==> src/rtl/vga_pixel_fetch.sv <==
// Fetches VDP lines into ping-pong buffers and emits 2x-scaled RGB in the 640x480 raster.
// Latency: 2 cycles from row/col/HSync/VSync to vga_*; the fetch has one line time (1600 cycles).
// Backpressure: fb_req/fb_addr are held until fb_ack; a fetch that is late at its deadline pulses underrun.
module vga_pixel_fetch #(
    parameter int H_OFF = 64,
    parameter int V_OFF = 48
) (
    input  logic        clk,
    input  logic        rst,
    input  logic [8:0]  row,
    input  logic [9:0]  col,
    input  logic        HSync,
    input  logic        VSync,
    input  logic [5:0]  border,
    output logic        fb_req,
    output logic [15:0] fb_addr,
    input  logic        fb_ack,
    input  logic [5:0]  fb_data,
    output logic [3:0]  vga_r,
    output logic [3:0]  vga_g,
    output logic [3:0]  vga_b,
    output logic        vga_hs,
    output logic        vga_vs,
    output logic        underrun
);
    localparam logic [9:0] COL_LO = 10'(H_OFF);
    localparam logic [9:0] COL_HI = 10'(H_OFF + 511);
    localparam logic [8:0] ROW_LO = 9'(V_OFF);
    localparam logic [8:0] ROW_HI = 9'(V_OFF + 383);

    typedef enum logic {IDLE = 1'b0, REQ = 1'b1} state_t;

    state_t     state, state_nxt;
    logic       hs_q, vs_q;
    logic       front;
    logic [7:0] line, line_nxt;
    logic [7:0] x, x_nxt;
    logic       underrun_nxt;
    logic       wr_en;

    logic [5:0] buf_a [256];
    logic [5:0] buf_b [256];

    logic       vs_rise, hs_rise;
    logic       row_in;
    logic [8:0] row_rel;
    logic [7:0] n;
    logic       hs_trig, trig_any, start_new;
    logic [7:0] start_line;

    assign vs_rise    = VSync & ~vs_q;
    assign hs_rise    = HSync & ~hs_q;
    assign row_in     = (row >= ROW_LO) && (row <= ROW_HI);
    assign row_rel    = row - ROW_LO;
    assign n          = 8'(row_rel >> 1);
    assign hs_trig    = hs_rise & row_in & ~row_rel[0];
    assign trig_any   = vs_rise | hs_trig;
    assign start_new  = vs_rise | (hs_trig & (n < 8'd191));
    assign start_line = vs_rise ? 8'd0 : n + 8'd1;

    assign fb_req  = (state == REQ);
    assign fb_addr = {line, x};

    // A trigger outranks a coincident ack: the back buffer is about to become
    // the front, so that late pixel must not land in it.
    always_comb begin
        state_nxt    = state;
        line_nxt     = line;
        x_nxt        = x;
        underrun_nxt = 1'b0;
        wr_en        = 1'b0;
        if (trig_any) begin
            underrun_nxt = (state == REQ);
            if (start_new) begin
                state_nxt = REQ;
                line_nxt  = start_line;
                x_nxt     = 8'd0;
            end else begin
                state_nxt = IDLE;
            end
        end else if (state == REQ && fb_ack) begin
            wr_en = 1'b1;
            if (x == 8'd255) begin
                state_nxt = IDLE;
            end else begin
                x_nxt = x + 8'd1;
            end
        end
    end

    always_ff @(posedge clk) begin
        if (rst) begin
            state    <= IDLE;
            hs_q     <= 1'b0;
            vs_q     <= 1'b0;
            front    <= 1'b0;
            line     <= 8'd0;
            x        <= 8'd0;
            underrun <= 1'b0;
        end else begin
            state    <= state_nxt;
            hs_q     <= HSync;
            vs_q     <= VSync;
            line     <= line_nxt;
            x        <= x_nxt;
            underrun <= underrun_nxt;
            if (hs_trig) begin
                front <= ~front;
            end
        end
    end

    // front == 0 displays A, so fills go to B.
    always_ff @(posedge clk) begin
        if (wr_en && !rst) begin
            if (front) begin
                buf_a[x] <= fb_data;
            end else begin
                buf_b[x] <= fb_data;
            end
        end
    end

    logic       s1_win, s1_act, s1_hs, s1_vs;
    logic [7:0] s1_addr;
    logic [5:0] s1_border;

    always_ff @(posedge clk) begin
        if (rst) begin
            s1_win    <= 1'b0;
            s1_act    <= 1'b0;
            s1_hs     <= 1'b0;
            s1_vs     <= 1'b0;
            s1_addr   <= 8'd0;
            s1_border <= 6'd0;
        end else begin
            s1_act    <= HSync & VSync;
            s1_win    <= HSync & VSync & row_in & (col >= COL_LO) & (col <= COL_HI);
            s1_addr   <= 8'((col - COL_LO) >> 1);
            s1_hs     <= HSync;
            s1_vs     <= VSync;
            s1_border <= border;
        end
    end

    logic [5:0] pix, colour;

    always_comb begin
        pix    = front ? buf_b[s1_addr] : buf_a[s1_addr];
        colour = 6'd0;
        if (s1_win) begin
            colour = pix;
        end else if (s1_act) begin
            colour = s1_border;
        end
    end

    always_ff @(posedge clk) begin
        if (rst) begin
            vga_r  <= 4'd0;
            vga_g  <= 4'd0;
            vga_b  <= 4'd0;
            vga_hs <= 1'b0;
            vga_vs <= 1'b0;
        end else begin
            vga_r  <= {colour[1:0], colour[1:0]};
            vga_g  <= {colour[3:2], colour[3:2]};
            vga_b  <= {colour[5:4], colour[5:4]};
            vga_hs <= s1_hs;
            vga_vs <= s1_vs;
        end
    end
endmodule

==> config.mk <==
export PLATFORM = sky130hd
export DESIGN_NAME = vga_pixel_fetch
export DESIGN_NICKNAME = d
export VERILOG_FILES = /design/src/rtl/vga_pixel_fetch.sv
export SDC_FILE = /design/constraint.sdc
export NUM_CORES = 2
export LEC_CHECK = 0
export BUFFER_PORTS_ARGS = -buffer_cell sky130_fd_sc_hd__buf_2
export CAP_MARGIN = 10
export CORE_UTILIZATION = 41
export CTS_CLUSTER_DIAMETER = 60
export DETAILED_ROUTE_END_ITERATION = 8
export GPL_TIMING_DRIVEN = 0
export PLACE_DENSITY_LB_ADDON = 0.05
export SYNTH_ARGS = -nofsm -noshare
export SYNTH_HDL_FRONTEND = slang
export SYNTH_SLANG_ARGS = --single-unit
==> constraint.sdc <==
create_clock -name clk -period 3.54 [get_ports clk]
set_input_delay 0 -clock clk [delete_from_list [all_inputs] [get_ports clk]]
set_output_delay 0 -clock clk [all_outputs]
set_load 0.05 [all_outputs]
Word-level counts from Yosys, hierarchy flattened
Memory sizes are Yosys's and may differ from the RTL's. A register that Yosys moved wholly into a read port is not among the register bits. Cells that the tools add are included.

Input bits: 36. Output and inout port bits: 32. RAM bits: 3072. Flip-flop bits (word level): 43. Memories: 2.

Bitwise logic cells: 16. Eq/ne operators: 3. $lt $le $gt $ge: 5. Reduce and logical (&&, ||, !) cells: 10. Add/subtract/negate cells: 4. Muxes and demuxes: 22.

Memories: buf_a (depth 256, bits a word 6, rd ports 1, clocked after memory_dff 1, wr ports 1, line 41) `logic [5:0] buf_a [256];`; buf_b (depth 256, bits a word 6, rd ports 1, clocked after memory_dff 1, wr ports 1, line 42) `logic [5:0] buf_b [256];`.

Operator list (number): 2-to-1 mux 8 bit (7); 2-to-1 mux 6 bit (3); adder 8 x 1 -> 8 bit (second input constant) (2); 2-to-1 mux 1 bit (12); >= comparator 10 x 7 -> 1 bit (second input constant) (1); <= comparator 10 bit (second input constant) (1); AND 1 bit (9); >= comparator 9 x 6 -> 1 bit (second input constant) (1); <= comparator 9 bit (second input constant) (1); subtractor 9 x 6 -> 9 bit (second input constant) (1); subtractor 9 x 7 -> 9 bit (second input constant) (1); equality test 8 bit (second input constant) (1); less-than comparator 8 bit (second input constant) (1); inverter 1 bit (5); AND reduction 2 bit (2); nonzero test 2 bit (2); logical AND 1 bit (3); AND reduction 3 bit (1); != test 2 x 1 -> 1 bit (second input constant) (1); != test 2 bit (second input constant) (1); OR 1 bit (2); OR reduction 2 bit (1); zero test 1 bit (1).

Depth between registers and ports, before layout
Word-level depth: 9. Depth in mapped cells: 13. Mapped depth without buffers: 9.

Worst setup path before layout
OpenSTA, ideal clock, no wires.

Path type: register to register. From: reg x[0]. To: mem buf_a[255][0], enable pin. Stages on the path, launching flop included: 6. Period minus slack after synthesis: 2.752 ns. Slack: 0.788 ns. Required time: 3.154 ns. Arrival time: 2.366 ns. Setup time: 0.386 ns. Buffers on the path: 1. Cell sequence: dfxtp_1 ha_1 clkbuf_1 nand2_1 or2_2 nor4_1.

RTL lines: from (decl) (line 37) `logic [7:0] x, x_nxt;`; from (signal assigned) (line 105) `x <= x_nxt;`; to (decl) (line 41).

Straight into the memory's write port.

==> impl_metrics.ini <==
[min_path]
hp-class = in -> reg
whs_endpoint = front
hp-start = row[6]
hold_depth = 5

[cts]
clock_latency_ns = 0.96
clock-root-buffer = clkbuf_16
cts_tree = built
clockBufferDepth = 4
path_clk_slew_ns = 0.06
cts-buffers-inserted = 348
clkSinkCount = 3117
cts_htree_levels = 5

[layout]
fin_nets = 6801
drive_gt1_share_pct = 33.1
design_area_sq_um = 148000
final_util_pct = 50.2
areaGrowthSynthToFinish_pct = 21.3

[sta]
grt_setup_unrepaired = true
clock_skew_ns = 0.0568
setup_violations = 683
max_clock_freq_mhz = 253
fin_crit_sh_pct = 112
fin_crit_ns = 3.95
worstMarginPinSlew_ns = 1.47
final_max_slew_viol_count = 0
hold_viol_final = 0
relSlewSlack_pct = 2.21
setup_slack_ns = -0.414

[worst_setup_path]
cpMaxStageDelayCell = o211ai_1
rrSetupSlack_ns = -0.41
path_class = reg -> reg
critical_path.top_delay_family = compound AO/OA/AOI/OAI gates
r2r_cells = 10
required_ns = 4.31
critPathLaunchType = flop
crit_buf_inv = 3
cp_slowest_stage_delay_ns = 0.64
crit_chain = buf_12 -> buf_12 -> nand2_2 -> buf_4 -> o221ai_2 -> o22ai_1 -> o211ai_1 -> o211ai_1 -> or4_4 -> o211ai_1
crit_arrival_ns = 4.72
cp-end-kind = flop
regToRegEndpoint = vga_r[2]
path_common_cell = o211ai_1
path_max_fanout = 10

[detailed_routing]
drt-initial-drc-count = 10400
first_pass_iters = 6
wire_per_inst_um = 44.2
ant_nets = 0
vias = 68600
viasPerCell = 6.26
drc = 0
wl_um = 485000

[placement]
gp_congestion = 0.954
placed_cell_area_sq_um = 129000
portBuffers = 67
dp_hpwl_um = 339000

[global_routing]
grt_util_all_layers_pct = 32.1
busiest_layer = met2
grt_pass1_vias = 66000
grt_overflow = 0
antenna_found_initial = 44
grt_pass1_wl_um = 629000
use_met1_pct = 43.2
met2_usage_pct = 48.9
gr-usage-met3_pct = 7.83
grt_max_degree = 143

[yosys]
synth_area_sq_um = 122000
ys_ff_latch = 3117
synth_top_area_cell = edfxtp_1
yosysMostFrequentCell = edfxtp_1
synth_edf_count = 3072
synth_ff_type = edfxtp_1
ys_seq_area_share_pct = 76.4
ys_warn_count = 0
synth_area_leaders = edfxtp_1 76%, mux4_2 13%, mux2i_1 2.6%, nor2_1 1.8%, dfxtp_1 0.74%
ys_async_sr_fraction_pct = 0
synth_area_per_cell_sq_um = 20.4
synthCells = 5988
synthTopCellsByCount = 3072 x edfxtp_1, 689 x mux4_2, 573 x nor2_1, 321 x mux2i_1, 176 x clkbuf_1
synth_top_area_share_pct = 75.6
synth_fp_nets = 6035
ys_types = 70

[run_status]
status = complete, but fails checks
violations = negative setup slack

[floorplanning]
core-area_sq_um = 295000
num_io_pins = 68
num_rows = 199
die_height_um = 547
die_x_um = 547
die_area_sq_um = 300000
initial_core_util_pct = 41.4

[run]
cap_violations = 0

[power_and_ir_drop]
p_leak_nw = 45.6
powerDensity_nw_per_um2 = 555
ir_worst_vdd_v = 0.000594
## tightest hold or removal path: cells and delay by family
kind	cells	cell delay, ns
buffers and inverters	1	0.10
xor gates and xnor gates	1	0.09
and+or+nand+nor	2	0.33
AOI/OAI and AO/OA	1	0.41
## flip-flops by register name (all words and copies together) (netlist names), 2 cells and up, named ones only
register	flops
buf_b	1536
vga_g	2
line	8
buf_a	1536
x	8
vga_b	2
s1_border	6
vga_r	2
## cell type report
| type | instances | area (sq um) |
|---|---|---|
| diodes | 12 | 30.0 |
| clock inverters | 178 | 1810 |
| flip-flops and latches | 3117 | 93200 |
| inverters | 16 | 71.3 |
| fillers | 24100 | 147000 |
| well taps | 3919 | 4900 |
| repair buffers | 418 | 4820 |
| plain buffers | 371 | 4450 |
| clock buffers | 451 | 9170 |
| multi-input cells | 2482 | 29500 |
## metrics by stage
| stage | power, W | setup TNS [ns] | std cells | hold slack, ns | worst slack [ns] |
|---|---|---|---|---|---|
| after floorplan | 0.0433 | 0 | 5988 | 0.0724 | 0.788 |
| after global placement | 0.0464 | - | 9974 | 0.255 | -5.38 |
| after detailed placement | 0.0463 | -3463.65 | 10100 | 0.259 | -3.69 |
| after CTS | 0.0818 | -78.37 | 10800 | 0.0136 | -0.486 |
| after global routing | 0.0836 | -70.08 | 11000 | 0.0378 | -0.231 |
| final | 0.0820 | -63.13 | 11000 | 0.0350 | -0.414 |
## cells by family (layout without fill, tap and decap cells)
family	after synthesis	after routing	synth area share, %
AOI/OAI and AO/OA	497	497	2.89
xor gates and xnor gates	10	10	0.0718
adders and majority gates	11	11	0.113
buffers and inverters	389	1434	1.78
DFF	3117	3117	76.4
muxes	1021	1021	15.5
other	0	12	0
and+or+nand+nor	943	943	3.34
## metal layers
metal	part of all wire, %	vias to the layer above
met3	10	896
li1	-	26400
met5	0.019	-
met1	38	37300
met4	6.1	6
met2	45	3954
## worst max path at each step
| stage | depth (start not counted) | start | to |
|---|---|---|---|
| 2_1_floorplan | 5 | x[0] | buf_a[255][0] |
| 3_3_place_gp | 1 | fb_data[4] | buf_b[40][4] |
| 3_5_place_dp | 11 | flop | vga_r[2] |
| 4_1_cts | 13 | flop | vga_r[2] |
| 5_1_grt | 6 | x[2] | buf_b[189][5] |
| 6_report | 10 | flop | vga_r[2] |
## layout by cell type, fill, tap and decap left out, types with 36 or more instances in the layout
master	Yosys	final
clkbuf_2	3	52
a21oi_1	99	84
nor2_4	0	77
edfxtp_1	3072	3072
clkinv_2	0	38
clkbuf_16	0	354
buf_2	73	72
mux2i_1	321	306
nand2_1	119	106
o22ai_1	70	65
nor2_2	0	159
a22oi_1	44	36
buf_8	5	55
o221ai_1	94	70
nor2_1	573	337
buf_6	47	57
dfxtp_1	45	42
clkbuf_1	176	149
clkinv_1	2	67
buf_16	0	95
mux4_2	689	689
buf_4	47	210
buf_12	2	79
dlygate4sd3_1	0	57
## power by group
part,total [W],internal (W),switching (W),leakage (nW)
sequential,0.0406,0.0405,0.0000404,28.0
clock,0.0356,0.0204,0.0152,5.32
combinational,0.00582,0.00195,0.00387,12.4
## repair_timing
item	in CTS	in global routing
hold buffers	57	0
resized for setup	811	501
endpoints found under the hold margin	1314	0
buffers inserted	48	151
cloned	0	2
endpoints found under the setup margin	3074	2516
pin swaps	37	56
No activity file was read; power rests on OpenSTA's default activity.
